## src/rtl/bus_interconnect_pkg.sv

```systemverilog
// Shared definitions for the CPU data-bus interconnect: FSM states, default
// memory map, error data and the CPU/RAM write-length encodings.
package bus_interconnect_pkg;

  typedef enum logic [1:0] {
    ST_IDLE   = 2'd0,
    ST_ACCESS = 2'd1,
    ST_RESP   = 2'd2
  } bus_state_t;

  localparam logic [31:0]  DEFAULT_ERROR_DATA = 32'hDEAD_BEEF;

  // Slave i lives at bits [32*i+31:32*i]: slave0 at 0x0000_0000 ... slave3 at 0x3000_0000
  localparam logic [127:0] DEFAULT_SLAVE_BASE = {32'h3000_0000, 32'h2000_0000,
                                                 32'h1000_0000, 32'h0000_0000};
  localparam logic [127:0] DEFAULT_SLAVE_MASK = {4{32'hF000_0000}};

  localparam logic [2:0] WLEN_BYTE = 3'b000;
  localparam logic [2:0] WLEN_HALF = 3'b001;
  localparam logic [2:0] WLEN_WORD = 3'b010;

  function automatic int sel_width(input int n);
    return (n > 1) ? $clog2(n) : 1;
  endfunction

endpackage

```

## src/rtl/bus_interconnect_bus_addr_decoder.sv

```systemverilog
// Combinational address decoder: reports whether any slave window matches and
// the index of the lowest-numbered matching slave.
module bus_addr_decoder
  import bus_interconnect_pkg::*;
#(
  parameter int NUM_SLAVES = 4,
  parameter int SEL_W      = sel_width(NUM_SLAVES)
) (
  input  logic [31:0]              address,
  input  logic [32*NUM_SLAVES-1:0] slave_base,
  input  logic [32*NUM_SLAVES-1:0] slave_mask,
  output logic                     match,
  output logic [SEL_W-1:0]         sel
);

  // Walk from the top down so the lowest matching index is written last
  always_comb begin
    match = 1'b0;
    sel   = '0;
    for (int i = NUM_SLAVES - 1; i >= 0; i--) begin
      if ((address & slave_mask[32*i +: 32]) == slave_base[32*i +: 32]) begin
        match = 1'b1;
        sel   = SEL_W'(i);
      end
    end
  end

endmodule

```

## src/rtl/bus_interconnect.sv

```systemverilog
// Single-outstanding request/ready interconnect between the CPU data-bus master
// and NUM_SLAVES memory-mapped slaves, with unmapped-address and timeout errors.
module bus_interconnect
  import bus_interconnect_pkg::*;
#(
  parameter int                          NUM_SLAVES     = 4,
  parameter logic [32*NUM_SLAVES-1:0]    SLAVE_BASE     = DEFAULT_SLAVE_BASE,
  parameter logic [32*NUM_SLAVES-1:0]    SLAVE_MASK     = DEFAULT_SLAVE_MASK,
  parameter int                          TIMEOUT_CYCLES = 16,
  parameter logic [31:0]                 ERROR_DATA     = DEFAULT_ERROR_DATA
) (
  input  logic                     clk,
  input  logic                     reset,
  input  logic                     i_m_valid,
  input  logic [31:0]              i_m_address,
  input  logic [31:0]              i_m_wr_data,
  input  logic                     i_m_wr_enable,
  input  logic [2:0]               i_m_write_length,
  output logic                     o_m_ready,
  output logic [31:0]              o_m_read_data,
  output logic                     o_m_error,
  output logic [NUM_SLAVES-1:0]    o_s_valid,
  output logic [31:0]              o_s_address,
  output logic [31:0]              o_s_wr_data,
  output logic                     o_s_wr_enable,
  output logic [2:0]               o_s_write_length,
  input  logic [NUM_SLAVES-1:0]    i_s_ready,
  input  logic [32*NUM_SLAVES-1:0] i_s_read_data
);

  localparam int SEL_W = sel_width(NUM_SLAVES);
  localparam int CNT_W = $clog2(TIMEOUT_CYCLES);

  bus_state_t        state, state_nxt;
  logic [SEL_W-1:0]  sel_q;
  logic [CNT_W-1:0]  cnt;
  logic              dec_match;
  logic [SEL_W-1:0]  dec_sel;
  logic              slave_rdy;
  logic              timeout;
  logic [31:0]       s_rdata [NUM_SLAVES];

  bus_addr_decoder #(
    .NUM_SLAVES (NUM_SLAVES),
    .SEL_W      (SEL_W)
  ) u_dec (
    .address    (i_m_address),
    .slave_base (SLAVE_BASE),
    .slave_mask (SLAVE_MASK),
    .match      (dec_match),
    .sel        (dec_sel)
  );

  for (genvar g = 0; g < NUM_SLAVES; g++) begin : g_rdata
    assign s_rdata[g] = i_s_read_data[32*g +: 32];
  end

  assign slave_rdy = i_s_ready[sel_q];
  assign timeout   = (cnt == CNT_W'(TIMEOUT_CYCLES - 1));
  assign o_m_ready = (state == ST_RESP);

  always_comb begin
    o_s_valid = '0;
    if (state == ST_ACCESS) o_s_valid[sel_q] = 1'b1;
  end

  always_ff @(posedge clk) begin
    if (reset) state <= ST_IDLE;
    else       state <= state_nxt;
  end

  always_comb begin
    state_nxt = state;
    case (state)
      ST_IDLE:   if (i_m_valid) state_nxt = dec_match ? ST_ACCESS : ST_RESP;
      ST_ACCESS: if (slave_rdy || timeout) state_nxt = ST_RESP;
      ST_RESP:   state_nxt = ST_IDLE;
      default:   state_nxt = ST_IDLE;
    endcase
  end

  // Request latch, response capture and timeout counter
  always_ff @(posedge clk) begin
    if (reset) begin
      sel_q            <= '0;
      cnt              <= '0;
      o_s_address      <= '0;
      o_s_wr_data      <= '0;
      o_s_wr_enable    <= 1'b0;
      o_s_write_length <= '0;
      o_m_read_data    <= '0;
      o_m_error        <= 1'b0;
    end else begin
      case (state)
        ST_IDLE: begin
          if (i_m_valid) begin
            o_s_address      <= i_m_address;
            o_s_wr_data      <= i_m_wr_data;
            o_s_wr_enable    <= i_m_wr_enable;
            o_s_write_length <= i_m_write_length;
            sel_q            <= dec_sel;
            if (!dec_match) begin
              o_m_error     <= 1'b1;
              o_m_read_data <= ERROR_DATA;
            end
          end
        end
        ST_ACCESS: begin
          cnt <= cnt + CNT_W'(1);
          // A slave answering on the final allowed cycle still beats the timeout
          if (slave_rdy) begin
            o_m_read_data <= s_rdata[sel_q];
            o_m_error     <= 1'b0;
          end else if (timeout) begin
            o_m_read_data <= ERROR_DATA;
            o_m_error     <= 1'b1;
          end
        end
        ST_RESP: cnt <= '0;
        default: cnt <= '0;
      endcase
    end
  end

endmodule
```

## config.mk

```make
export PLATFORM = sky130hd
export DESIGN_NAME = bus_interconnect
export DESIGN_NICKNAME = d
export VERILOG_FILES = /design/src/rtl/bus_interconnect_pkg.sv /design/src/rtl/bus_interconnect_bus_addr_decoder.sv /design/src/rtl/bus_interconnect.sv
export SDC_FILE = /design/constraint.sdc
export NUM_CORES = 1
export LEC_CHECK = 0
export ABC_AREA = 0
export BUFFER_PORTS_ARGS = -buffer_cell sky130_fd_sc_hd__buf_4
export CAP_MARGIN = 20
export CORE_MARGIN = 8
export CORE_UTILIZATION = 50
export DETAILED_ROUTE_END_ITERATION = 10
export GPL_TIMING_DRIVEN = 0
export PLACE_DENSITY = 0.95
export SLEW_MARGIN = 40
export SYNTH_ARGS = -nofsm -noshare
export SYNTH_HDL_FRONTEND = slang
export SYNTH_HIERARCHICAL = 1
export SYNTH_SLANG_ARGS = --single-unit
```

## constraint.sdc

```tcl
create_clock -name clk -period 7.35 [get_ports clk]
set_input_delay 1.1025 -clock clk [delete_from_list [all_inputs] [get_ports clk]]
set_output_delay 1.1025 -clock clk [all_outputs]
set_load 0.02 [all_outputs]
```

; Word level (Yosys, flattened, before mapping)
; Index checks and enable logic that the tools add are counted.
[word_totals]
register_bits = 109
in_bits = 203
out_inout_bits = 106
wordCells = 63
[op_classes]
addsub = 1
magnitude_cmp = 3
n_eq_ne = 10
mux = 31
n_bitwise = 1
n_reduce_logical = 8
[ops]
columns = op, n
row1 = $mux W32, 6
row2 = $bmux W32 S2, 1
row3 = $pmux W32 S2, 1
row4 = $logic_not A32 Y1, 1
row5 = $mux W2, 7
row6 = $mux W1, 10
row7 = $eq A4 B2 Y1 const B, 2
row8 = $pmux W4 S2, 1
row9 = $add A4 B1 Y4 const B, 1
row10 = $eq A4 B1 Y1 const B, 1
row11 = $eq A4 B4 Y1 const B, 1
row12 = $mux W4, 1
row13 = $ne A2 B2 Y1 const B, 2
row14 = $pmux W2 S2, 1
row15 = $reduce_and A2 Y1, 2
row16 = $reduce_and A4 Y1, 1
row17 = $ge A3 B3 Y1 const B, 1
row18 = $lt A2 B3 Y1 const B, 1
row19 = $ne A3 B3 Y1 const B, 1
row20 = $not A2 Y3, 1
row21 = $bmux W1 S2, 1
row22 = $demux W1 S2, 1
row23 = $eq A2 B1 Y1 const B, 1
row24 = $eq A2 B2 Y1 const B, 1
row25 = 7 further kinds, 7

; Depth between registers and ports, before layout
[logic_depth]
ltp_word = 8
mapped_depth = 11
ltp_nobuf = 9

; Cells and area by module
; Netlist, hierarchy kept.
[by_module_without_submodules]
columns = module, n_inst, cells_each, area_each_um2, seq_area_each_um2
row1 = bus_interconnect, 1, 577, 5154.9, 2182.1
row2 = bus_addr_decoder, 1, 351, 2397.3, 0.0

; Worst setup path after synthesis
; OpenSTA, ideal clock, no wires.
[synth_path]
path_kind = input-to-reg
startpoint = input port i_m_address[28]
endpoint = register o_m_read_data[11]
setup_time_ns = 0.138
arrival_ns = 3.095
required_time_ns = 7.212
slack_ns = 4.117
cell_stages = 11
n_path_buf = 2
path_cell_list = buf_2 a21o_1 a211oi_1 nand4_1 or4_1 nor2b_4 nand2_1 nor2b_1 o21bai_1 clkbuf_1 a2111oi_0
[synth_via]
elab_chain_cells = 7
elab_cells_between_ends = 10
cone_classes = eq/ne (4) / mux (4) / reduce/logical (2)
[synth_rtl]
columns = element, line_no
row1 = start: declaration, bus_interconnect.sv:15  ; input logic [31:0] i_m_address,
row2 = $eq A4 B2 Y1, bus_interconnect_bus_addr_decoder.sv:21  ; if ((address & slave_mask[32*i +: 32]) == slave_base[32*i +: 32]) begin
row3 = $mux W1 (3 in series), bus_interconnect_bus_addr_decoder.sv:21
row4 = $mux W1 (*), bus_interconnect_bus_addr_decoder.sv:21
row5 = named net dec_match, bus_interconnect.sv:37  ; logic dec_match;
row6 = $ne A2 B2 Y1 (no line) (*), n/a
row7 = $reduce_and A4 Y1 (no line) (*), n/a
row8 = end signal: assignment, bus_interconnect.sv:112  ; o_m_read_data <= s_rdata[sel_q];
row9 = end: declaration, bus_interconnect.sv:20  ; output logic [31:0] o_m_read_data,
; Mark *: on every way through the listed nets, which the timed path passes. The rest lies on a longest branch.
; A chain may end at the register's enable or synchronous reset.

; Worst setup path after layout
[layout_path]
startpoint = input port i_m_address[28]
endpoint = register o_m_read_data[12]
; Same word-level chain as after synthesis.

==> results_dict.tcl <==
set metrics [dict create \
    worst_setup_path_end_kind "flip-flop" \
    avgSynthCellArea_um2 8.14 \
    die_h_um 139 \
    floorplan.core_area_um2 15000 \
    timing.hold.ws_ps 457 \
    finalWorstPathRequiredPeriod_ps 3790 \
    overflow 0 \
    wl_per_cell_um 16.5 \
    number_of_port_buffers 307 \
    synth_warnings 6 \
    power.static_leakage_nw 6.30 \
    area_growth_syn_to_layout_pct 63.0 \
    synth-edff-count 0 \
    grt_pass1_wl_um 49600 \
    groute.usage.overall_pct 32.3 \
    synth_ff_type "sky130_fd_sc_hd__dfxtp_1" \
    synth.ff_latch_count 109 \
    crit_required_ps 7570 \
    tritoncts "built" \
    netlist_top_cells_count "144 x sky130_fd_sc_hd__nand2_1, 136 x sky130_fd_sc_hd__a21oi_1, 109 x sky130_fd_sc_hd__dfxtp_1" \
    place_congestion 0.934 \
    initial_utilization_pct 50.4 \
    drt_wl_total_um 32200 \
    fin_skew_ps 9.55 \
    clock_latency_ps 370 \
    yosysSeqAreaShare_pct 28.9 \
    synth_area_um2 7550 \
    report.final.hold_viol_count 0 \
    clkTransAtPathRegs_ps 80 \
    antenna-diode-count 0 \
    slew_viol_final 0 \
    max_capacitance_violation_total 0 \
    area_leader_netlist "sky130_fd_sc_hd__dfxtp_1" \
    cell_types_occupying_the_most_area_after_synthesis "sky130_fd_sc_hd__dfxtp_1 29%, sky130_fd_sc_hd__mux4_2 9.8%, sky130_fd_sc_hd__a21oi_1 9.0%, sky130_fd_sc_hd__nand2_1 7.2%, sky130_fd_sc_hd__and3_1 5.2%" \
    criticalPathCategory "in2reg" \
    worst-endpoint-arrival_ps 4000 \
    drt_first_iter_violations 752 \
    synth_most_common_cell "sky130_fd_sc_hd__nand2_1" \
    worst_slew_pin_slew_ps 700 \
    area_of_the_die_um2 19300 \
    cellPowerDensity_nw_per_um2 129 \
    final_nets 1960 \
    drcViolationCount 0 \
    worstHoldPathType "reg2reg" \
    synth_top_area_share_pct 28.9 \
    clk_root_buffer_cell "sky130_fd_sc_hd__clkbuf_16" \
    largest_net_degree_at_the_start_of_global_routing 23 \
    drive_above_1_share_pct 22.3 \
    cp-start-kind "input port" \
    power.ir.vdd_worst_mv 0.165 \
    post-route-period-util_pct 51.5 \
    route.detailed.vias_per_inst 4.99 \
    clock_sink_count 109 \
    ctsLongestPathBuffers 2 \
    synth_cell_types 48 \
    io_pins 309 \
    drt_pass1_iterations 5 \
    async_reset_ff_share_pct 0 \
    rsz_0062_raised_after_global_routing "no" \
    setup_violations 0 \
    postSynthCellCount 928 \
    number_of_global_route_vias_before_repair 9316 \
    antenna_found_initial 1 \
    dr_total_vias 9727 \
    post-cts-setup-buffer-count 0 \
    place_hpwl_um 26300 \
    max_slew_margin_pct 53.3 \
    fmax_ghz 0.264 \
    timing.critical_path.fanout_max 10 \
    ctsHtreeMaxLevel 3 \
    cts_resized 0 \
    run_status "completed" \
    num_rows 45 \
    cts-buffers-inserted 9 \
    final.setup.tns_ps 0 \
    floorplan.die.width_um 139 \
    cts-hold-fix-buffers 0 \
    antenna_left 0 \
]
[state kept, by name, indices dropped and copies added (netlist names)]
name	flops
o_s_wr_data	32
o_m_error	1
sel_q	2
cnt	4
o_s_write_length	3
o_s_wr_enable	1
o_m_read_data	32
o_s_address	32
state	2
[worst paths after layout]
| check | slack [ps] | start | cells past startpoint | end |
|---|---|---|---|---|
| max | 3560 | i_m_address[28] | 12 | o_m_read_data[12] |
| min | 460 | o_s_address[22] | 2 | o_s_address[22] |
| max reg2reg | 5170 | cnt[0] | 6 | o_m_read_data[28] |
| min reg2reg | 460 | o_s_address[22] | 2 | o_s_address[22] |
[cell usage in the layout, fill, tap and decap left out, types with 26 or more instances in the layout]
master	instances
sky130_fd_sc_hd__a211oi_1	29
sky130_fd_sc_hd__a21boi_0	32
sky130_fd_sc_hd__a21o_1	28
sky130_fd_sc_hd__a21oi_1	136
sky130_fd_sc_hd__and3_1	63
sky130_fd_sc_hd__and3b_1	32
sky130_fd_sc_hd__buf_4	309
sky130_fd_sc_hd__clkbuf_1	44
sky130_fd_sc_hd__conb_1	512
sky130_fd_sc_hd__dfxtp_1	109
sky130_fd_sc_hd__mux4_2	33
sky130_fd_sc_hd__nand2_1	144
sky130_fd_sc_hd__nand3_1	39
sky130_fd_sc_hd__nor3b_1	26
sky130_fd_sc_hd__nor4_1	26
sky130_fd_sc_hd__o22a_1	32
[logic make-up (layout without fill, tap and decap cells)]
kind of cell	after synthesis	in the layout	synth area share [%]
simple gates	388	388	28.6
buf+inv	91	414	5.17
xor+xnor	3	3	0.348
other cells	2	512	0.0994
flops	109	109	28.9
mux	34	34	9.97
compound gates	300	300	26.7
fa+ha+maj	1	1	0.166
[critical path, cell delays in order]
cell and delay [ps]:
sky130_fd_sc_hd__buf_4 130, sky130_fd_sc_hd__buf_2 160, sky130_fd_sc_hd__a21o_1 170, sky130_fd_sc_hd__a211oi_1 230, sky130_fd_sc_hd__nand4_1 170, sky130_fd_sc_hd__or4_1 540, sky130_fd_sc_hd__nor2b_4 160, sky130_fd_sc_hd__nand2_1 130
sky130_fd_sc_hd__nor2b_1 80, sky130_fd_sc_hd__o21bai_1 470, sky130_fd_sc_hd__clkbuf_1 440, sky130_fd_sc_hd__a2111oi_0 210
[report_power, final]
part	switching [mW]	internal, mW
logic	0.235	0.200
registers	0.0225	0.624
clock network	0.264	0.246
total	0.521	1.07
[metal layers]
layer / up-vias / track usage, % / routed length (um)
li1: 4688 / - / -
met1: 4515 / 35.8 / 12200
met2: 426 / 56.2 / 15700
met3: 96 / 8.95 / 2760
met4: 2 / 15.9 / 1420
met5: - / 0 / 16
[metrics by stage]
step | power (mW) | cells | setup slack, ps | util, % | cell area, um2
2_1_floorplan | 0.873 | 1438 | 4120 | - | 9470
3_3_place_gp | 1.06 | 1933 | 3330 | 80.2 | 12000
3_5_place_dp | 1.07 | 1933 | 3260 | 80.2 | 12000
4_1_cts | 1.58 | 1949 | 3620 | 82.2 | 12300
5_1_grt | 1.66 | 1949 | 3390 | 82.2 | 12300
6_report | 1.59 | 1949 | 3560 | 82.2 | 12300
[area by class of cell]
type	instances	area, um2
timing repair buffer	307	2300
buffer	66	297
fill	1050	2660
clock inverter	7	81.3
clock buffer	9	225
multi-input combinational	1238	6890
tap	188	235
sequential	109	2180
inverter	25	93.8
No activity file was read; power rests on OpenSTA's default activity.
